<file path="config.mk">
export PLATFORM = sky130hd
export DESIGN_NAME = ex_stage
export DESIGN_NICKNAME = d
export VERILOG_FILES = /design/src/rtl/ex_pkg.sv /design/src/rtl/ex_serial_mul.sv /design/src/rtl/ex_stage.sv
export SDC_FILE = /design/constraint.sdc
export NUM_CORES = 2
export LEC_CHECK = 0
export ABC_AREA = 1
export BUFFER_PORTS_ARGS = -buffer_cell sky130_fd_sc_hd__buf_2
export CELL_PAD_IN_SITES_DETAIL_PLACEMENT = 1
export CELL_PAD_IN_SITES_GLOBAL_PLACEMENT = 1
export CORE_ASPECT_RATIO = 0.5
export CORE_MARGIN = 2
export CORE_UTILIZATION = 47
export CTS_CLUSTER_DIAMETER = 30
export DETAILED_ROUTE_END_ITERATION = 16
export GPL_TIMING_DRIVEN = 0
export HOLD_SLACK_MARGIN = 0.05
export PLACE_DENSITY_LB_ADDON = 0.1
export SLEW_MARGIN = 20
export SYNTH_ARGS = -nofsm -noshare
export SYNTH_HDL_FRONTEND = slang
export SYNTH_SLANG_ARGS = --single-unit
</file>
<file path="constraint.sdc">
create_clock -name clk -period 13.6 [get_ports clk]
set_clock_uncertainty 0.05 [all_clocks]
set_input_delay 2.04 -clock clk [delete_from_list [all_inputs] [get_ports clk]]
set_output_delay 2.04 -clock clk [all_outputs]
set_load 0.1 [all_outputs]
</file>
<file path="src/rtl/ex_pkg.sv">
// Shared definitions for the execute stage.
// ALU opcodes, forward-select codes and multiplier FSM states.
package ex_pkg;

   localparam logic [3:0] ALU_SLL  = 4'd0;
   localparam logic [3:0] ALU_SRA  = 4'd1;
   localparam logic [3:0] ALU_SRL  = 4'd2;
   localparam logic [3:0] ALU_MUL  = 4'd3;
   localparam logic [3:0] ALU_ADD  = 4'd5;
   localparam logic [3:0] ALU_SUB  = 4'd6;
   localparam logic [3:0] ALU_AND  = 4'd7;
   localparam logic [3:0] ALU_OR   = 4'd8;
   localparam logic [3:0] ALU_XOR  = 4'd9;
   localparam logic [3:0] ALU_NOR  = 4'd10;
   localparam logic [3:0] ALU_SLT  = 4'd11;
   localparam logic [3:0] ALU_SLTU = 4'd12;

   localparam logic [1:0] FWD_RF    = 2'd0;
   localparam logic [1:0] FWD_EXMEM = 2'd1;
   localparam logic [1:0] FWD_WB    = 2'd2;

   typedef enum logic [1:0] {
      ST_IDLE,
      ST_BUSY,
      ST_DONE
   } mul_state_e;

endpackage

</file>
<file path="src/rtl/ex_serial_mul.sv">
// Serial shift-add multiplier, one multiplier bit per clock.
// A start pulse latches operands and clears the accumulator.
module ex_serial_mul (
   input  logic        clk,
   input  logic        rst,
   input  logic        start,
   input  logic [31:0] a,
   input  logic [31:0] b,
   output logic        last,
   output logic        done,
   output logic [31:0] product
);

   logic [31:0] mcand;
   logic [31:0] mplier;
   logic [31:0] acc;
   logic [4:0]  cnt;
   logic        run;

   assign last    = run && (cnt == 5'd31);
   assign product = acc;

   // Latch on start, then add/shift once per cycle for 32 cycles.
   always_ff @(posedge clk) begin
      if (rst) begin
         mcand  <= '0;
         mplier <= '0;
         acc    <= '0;
         cnt    <= '0;
         run    <= 1'b0;
         done   <= 1'b0;
      end else if (start) begin
         mcand  <= a;
         mplier <= b;
         acc    <= '0;
         cnt    <= '0;
         run    <= 1'b1;
         done   <= 1'b0;
      end else if (run) begin
         if (mplier[0])
            acc <= acc + mcand;
         mcand  <= mcand << 1;
         mplier <= mplier >> 1;
         cnt    <= cnt + 5'd1;
         if (last) begin
            run  <= 1'b0;
            done <= 1'b1;
         end
      end else begin
         done <= 1'b0;
      end
   end

endmodule

</file>
<file path="src/rtl/ex_stage.sv">
// Execute stage: forwarding, ALU, branch resolve, EX/MEM register.
// EX_MULT_EN selects the serial multiplier with front-end stall.
module ex_stage
   import ex_pkg::*;
(
   input  logic        clk,
   input  logic        rst,
   input  logic        Effective_in,
   input  logic [31:0] PC_in,
   input  logic [31:0] IR_in,
   input  logic        Syscall_in,
   input  logic        JAL_in,
   input  logic        RegWrite_in,
   input  logic        MemToReg_in,
   input  logic        MemWrite_in,
   input  logic        JR_in,
   input  logic        JMP_in,
   input  logic        Beq_in,
   input  logic        Bne_in,
   input  logic [3:0]  AluOP_in,
   input  logic        AluSrcB_in,
   input  logic [31:0] R1_in,
   input  logic [31:0] R2_in,
   input  logic [1:0]  R1_forward_in,
   input  logic [1:0]  R2_forward_in,
   input  logic [31:0] EXMEM_fwd,
   input  logic [31:0] WB_fwd,
   input  logic [4:0]  Rd_no_in,
   input  logic [31:0] Imm_in,
   input  logic [4:0]  Shamt_in,
   input  logic [25:0] J_Addr_in,
   output logic        Stall,
   output logic        Redirect,
   output logic [31:0] Redirect_PC,
   output logic        Effective_out,
   output logic [31:0] PC_out,
   output logic [31:0] IR_out,
   output logic        Syscall_out,
   output logic        RegWrite_out,
   output logic        MemToReg_out,
   output logic        MemWrite_out,
   output logic [31:0] AluResult_out,
   output logic [31:0] StoreData_out,
   output logic [4:0]  Rd_no_out
);

   logic [31:0] op_a;
   logic [31:0] op_b;
   logic [31:0] alu_b;
   logic [31:0] alu_y;
   logic [31:0] pc4;
   logic [31:0] mul_y;
   logic        take;

   assign pc4   = PC_in + 32'd4;
   assign alu_b = AluSrcB_in ? Imm_in : op_b;
   assign take  = Effective_in && !Stall;

   // Forwarding muxes for both operands.
   always_comb begin
      case (R1_forward_in)
         FWD_EXMEM: op_a = EXMEM_fwd;
         FWD_WB:    op_a = WB_fwd;
         default:   op_a = R1_in;
      endcase
      case (R2_forward_in)
         FWD_EXMEM: op_b = EXMEM_fwd;
         FWD_WB:    op_b = WB_fwd;
         default:   op_b = R2_in;
      endcase
   end

`ifdef EX_MULT_EN
   mul_state_e  state;
   logic        mul_start;
   logic        mul_last;
   logic        mul_done;
   logic [31:0] mul_p;

   assign mul_start = (state == ST_IDLE) && Effective_in
                      && (AluOP_in == ALU_MUL);
   assign Stall     = mul_start || (state == ST_BUSY);
   assign mul_y     = mul_done ? mul_p : 32'd0;

   // Multiplier sequencing: detect, 32 busy cycles, one done cycle.
   always_ff @(posedge clk) begin
      if (rst) begin
         state <= ST_IDLE;
      end else begin
         unique case (state)
            ST_IDLE: if (mul_start) state <= ST_BUSY;
            ST_BUSY: if (mul_last)  state <= ST_DONE;
            ST_DONE: state <= ST_IDLE;
            default: state <= ST_IDLE;
         endcase
      end
   end

   ex_serial_mul u_mul (
      .clk     (clk),
      .rst     (rst),
      .start   (mul_start),
      .a       (op_a),
      .b       (op_b),
      .last    (mul_last),
      .done    (mul_done),
      .product (mul_p)
   );
`else
   assign Stall = 1'b0;
   assign mul_y = op_a * op_b;
`endif

   // ALU; shifts and multiply use the forwarded operand B.
   always_comb begin
      case (AluOP_in)
         ALU_SLL:  alu_y = op_b << Shamt_in;
         ALU_SRA:  alu_y = $signed(op_b) >>> Shamt_in;
         ALU_SRL:  alu_y = op_b >> Shamt_in;
         ALU_MUL:  alu_y = mul_y;
         ALU_ADD:  alu_y = op_a + alu_b;
         ALU_SUB:  alu_y = op_a - alu_b;
         ALU_AND:  alu_y = op_a & alu_b;
         ALU_OR:   alu_y = op_a | alu_b;
         ALU_XOR:  alu_y = op_a ^ alu_b;
         ALU_NOR:  alu_y = ~(op_a | alu_b);
         ALU_SLT:  alu_y = {31'd0, $signed(op_a) < $signed(alu_b)};
         ALU_SLTU: alu_y = {31'd0, op_a < alu_b};
         default:  alu_y = 32'd0;
      endcase
   end

   // Branch/jump resolution; JR beats jumps beats branches.
   always_comb begin
      Redirect    = 1'b0;
      Redirect_PC = pc4 + (Imm_in << 2);
      if (take) begin
         if (JR_in) begin
            Redirect    = 1'b1;
            Redirect_PC = op_a;
         end else if (JMP_in || JAL_in) begin
            Redirect    = 1'b1;
            Redirect_PC = {pc4[31:28], J_Addr_in, 2'b00};
         end else if ((Beq_in && op_a == op_b)
                   || (Bne_in && op_a != op_b)) begin
            Redirect    = 1'b1;
         end
      end
   end

   // EX/MEM register; a stalled or empty slot becomes a bubble.
   always_ff @(posedge clk) begin
      if (rst || !take) begin
         Effective_out <= 1'b0;
         PC_out        <= '0;
         IR_out        <= '0;
         Syscall_out   <= 1'b0;
         RegWrite_out  <= 1'b0;
         MemToReg_out  <= 1'b0;
         MemWrite_out  <= 1'b0;
         AluResult_out <= '0;
         StoreData_out <= '0;
         Rd_no_out     <= '0;
      end else begin
         Effective_out <= 1'b1;
         PC_out        <= PC_in;
         IR_out        <= IR_in;
         Syscall_out   <= Syscall_in;
         RegWrite_out  <= RegWrite_in;
         MemToReg_out  <= MemToReg_in;
         MemWrite_out  <= MemWrite_in;
         AluResult_out <= JAL_in ? pc4 : alu_y;
         StoreData_out <= op_b;
         Rd_no_out     <= JAL_in ? 5'd31 : Rd_no_in;
      end
   end

endmodule

</file>
==> impl_metrics.tcl, run 1 <==
set metrics [dict create \
    outcome "stopped before the end" \
    lastStage "global routing (5_1_grt)" \
    firstError "[ERROR GRT-0232] Routing congestion too high. Check the congestion heatmap in the GUI." \
    ys_types 63 \
    synthesis.nets 6013 \
    async_reset_ff_share_pct 0 \
    synthFlopType "dfxtp_1" \
    avgSynthCellArea_um2 6.62 \
    root_buffer "clkbuf_16" \
    io_buffers 448 \
    io_pins 453 \
    post-cts-setup-buffer-count 0 \
    grt_max_degree 17 \
    die_y_um 193 \
    cts_resized 0 \
    netlist_area_mm2 0.0335 \
    initial_core_util_pct 47.3 \
    fp-row-count 69 \
    synth_edf_count 0 \
    synth_cells 5052 \
    htree_levels 4 \
    ctsLongestPathBuffers 2 \
    grtUsageTotal_pct 79.2 \
    numCtsBuffers 17 \
    die_w_um 381 \
    seq_area_frac_synth_pct 8.26 \
    yosys_warnings 0 \
    clock_sinks 138 \
    hpwl_um 173000 \
    ys_ff_latch 138 \
    grt_overflow_total 312 \
    hold_buffers 0 \
    place_congestion 1.12 \
]
==> cell usage after synthesis, drive strengths merged (44+ instances only) <==
library cell	count	area share (%)
a21oi	258	3.9
buf	77	1.4
clkbuf	150	1.7
dfxtp	138	8.3
fa	411	25
ha	269	10
inv	863	9.7
nand2	1159	13
nand3	241	3.8
nand4	44	0.84
nor2	636	7.2
o21ai	391	6.2
or2	61	1.1
==> through the flow <==
stage	hold slack [ns]	util (%)	area [µm²]	setup WS [ns]	std cells
after CTS	1.66	53.0	37500	1.71	6490
after detailed placement	2.21	52.2	36900	1.42	6458
after global placement	2.20	52.2	36900	0.763	6458
after floorplan	2.10	-	33500	4.10	5052
==> kinds of logic after synthesis <==
logic type / Yosys count / share of synthesized area [%]
fa+ha+maj: 680 / 34.7
compound gates: 862 / 15.0
simple gates: 2203 / 27.4
flops: 138 / 8.26
mux: 5 / 0.150
xor+xnor: 62 / 1.62
other cells: 1 / 0.0112
buf+inv: 1101 / 12.9
==> routing by layer <==
metal	GRT overflow	global-route usage (%)
met3	43	69.3
met4	78	67.7
met2	136	93.5
met1	53	80.4
met5	2	55.0
==> inputs of run 2 (changes only) <==
==> config.mk (replaced) <==
export PLATFORM = sky130hd
export DESIGN_NAME = ex_stage
export DESIGN_NICKNAME = d
export VERILOG_FILES = /design/src/rtl/ex_pkg.sv /design/src/rtl/ex_serial_mul.sv /design/src/rtl/ex_stage.sv
export SDC_FILE = /design/constraint.sdc
export NUM_CORES = 2
export LEC_CHECK = 0
export ABC_AREA = 1
export BUFFER_PORTS_ARGS = -buffer_cell sky130_fd_sc_hd__buf_2
export CORE_MARGIN = 2
export CORE_UTILIZATION = 40
export DETAILED_ROUTE_END_ITERATION = 16
export GPL_TIMING_DRIVEN = 0
export PLACE_DENSITY_LB_ADDON = 0.15
export SLEW_MARGIN = 20
export SYNTH_ARGS = -nofsm -noshare
export SYNTH_HDL_FRONTEND = slang
export SYNTH_SLANG_ARGS = --single-unit
==> impl_metrics.tcl, run 2 <==
set metrics [dict create \
    outcome "complete, no violations" \
    post-route-drc-count 0 \
    synth_top_area_share_pct 24.6 \
    numCtsBuffers 17 \
    worst_path_max_delay_cell "clkinv_1" \
    first_iter_violations 4821 \
    slew_headroom_pct 6.44 \
    drive_gt1_share_pct 12.9 \
    fp-row-count 106 \
    arrival_ns 12.52 \
    synthFlopType "dfxtp_1" \
    synth_cells 5052 \
    die_y_um 293 \
    maxCapViolCount 0 \
    htree_levels 4 \
    tightest_slew_ns 1.39 \
    n_fill_cell 8986 \
    ys_ff_latch 138 \
    cp-end-kind "flip-flop" \
    area_growth_pct 12.7 \
    cts_resized 0 \
    yosysTopAreaCell "fa_1" \
    drt_wl_total_um 182000 \
    ctsLongestPathBuffers 2 \
    async_reset_ff_share_pct 0 \
    fin_cells 6624 \
    vias 38304 \
    synthesis.nets 6013 \
    io_buffers 448 \
    vias_per_cell 5.78 \
    dieArea_mm2 0.0860 \
    yosys_warnings 0 \
    cp.required_ns 13.90 \
    clock_sinks 138 \
    initial_core_util_pct 40.2 \
    hold_buffers 0 \
    layout_common_cells "1127 x nand2_1, 813 x inv_1, 625 x nor2_1" \
    grt_overflow_total 0 \
    setup_viol 0 \
    period_minus_slack_ns 12.22 \
    yosysMostFrequentCell "nand2_1" \
    grtUsageTotal_pct 41.7 \
    synth.area.top_cells "fa_1 25%, nand2_1 13%, ha_1 10%, inv_1 9.1%, dfxtp_1 8.3%" \
    nNetsFinal 6485 \
    hold_class "in -> reg" \
    clk_pin_slew_ns 0.09 \
    hpwl_um 152000 \
    antenna_found_initial 17 \
    antenna_left 0 \
    timing.setup.tns_ns 0 \
    grt_pass1_wl_um 257000 \
    crit_path_max_fanout 11 \
    rsz0062_at_grt "no" \
    synthTopCellsByCount "1127 x nand2_1, 813 x inv_1, 627 x nor2_1" \
    wl_per_cell_um 27.5 \
    die_w_um 293 \
    dr.pass1.iters 7 \
    place_congestion 1.09 \
    layout_commonest_cell "nand2_1" \
    seq_area_frac_synth_pct 8.26 \
    root_buffer "clkbuf_16" \
    tritoncts "done" \
    crit_type "in -> reg" \
    fin_crit_sh_pct 89.8 \
    grt_pass1_vias 36146 \
    finalMaxSlewViolations 0 \
    io_pins 453 \
    core_region_area_mm2 0.0833 \
    clock.fmax_ghz 0.0819 \
    synth_edf_count 0 \
    avgSynthCellArea_um2 6.62 \
    start_kind "input pin" \
    dp.cells 6584 \
    ys_types 63 \
    finalHoldViolCount 0 \
    netlist_area_mm2 0.0335 \
    crit_top_cell "fa_1" \
    post-cts-setup-buffer-count 0 \
    grt_max_degree 17 \
    max_stage_delay_ns 0.93 \
]
## run 2: cell type report
class	count	area [µm²]	share of cell area [%]
clock inverters	14	129	0.342
inverters	874	3280	8.70
flip-flops and latches	138	2760	7.32
multi-input cells	3813	26400	69.9
plain buffers	227	1060	2.81
repair buffers	453	2310	6.12
clock buffers	18	429	1.14
well taps	1080	1350	3.58
diodes	7	17.5	0.0464
## run 2: path summary, 6_finish.rpt
path	from	to	slack, ns	cells past startpoint
setup / recovery	R1_forward_in[0]	AluResult_out[26]	1.38	32
hold / removal	IR_in[17]	IR_out[17]	1.67	3
## run 2: per-layer routing
layer	track usage, %	routed length, µm	vias up
met3	9.64	21000	478
met2	61.5	76400	2488
met5	0	43	-
met1	56.3	73400	18479
li1	-	-	16853
met4	23.0	11500	6
## run 2: per-stage QoR
step / hold slack, ns / setup slack [ns] / instance area [µm²] / util (%)
3_5_place_dp: 2.21 / 1.26 / 37100 / 44.6
2_1_floorplan: 2.10 / 4.10 / 33500 / -
4_1_cts: 1.65 / 1.77 / 37700 / 45.3
5_1_grt: 1.68 / 1.34 / 37700 / 45.3
6_report: 1.67 / 1.38 / 37700 / 45.3
3_3_place_gp: 2.20 / 0.529 / 37100 / 44.5
## run 2: worst max-delay path, delay by kind of cell
| family | cells | cell delay (ns) |
|---|---|---|
| adder cells (fa/ha/maj) | 11 | 4.81 |
| AO/OA/AOI/OAI | 9 | 3.53 |
| buffers and inverters | 10 | 1.80 |
| AND/OR/NAND/NOR | 2 | 0.27 |
## run 2: cells by family after synthesis
family / Yosys count / synth area share (%)
multiplexers: 5 / 0.150
flip-flops: 138 / 8.26
buffers and inverters: 1101 / 12.9
XOR/XNOR: 62 / 1.62
AND/OR/NAND/NOR: 2203 / 27.4
adder cells (fa/ha/maj): 680 / 34.7
other: 1 / 0.0112
AO/OA/AOI/OAI: 862 / 15.0
Power of run 2 is not shown: default switching activity piles up to over one toggle a cycle in this logic, so the estimate is an artifact.
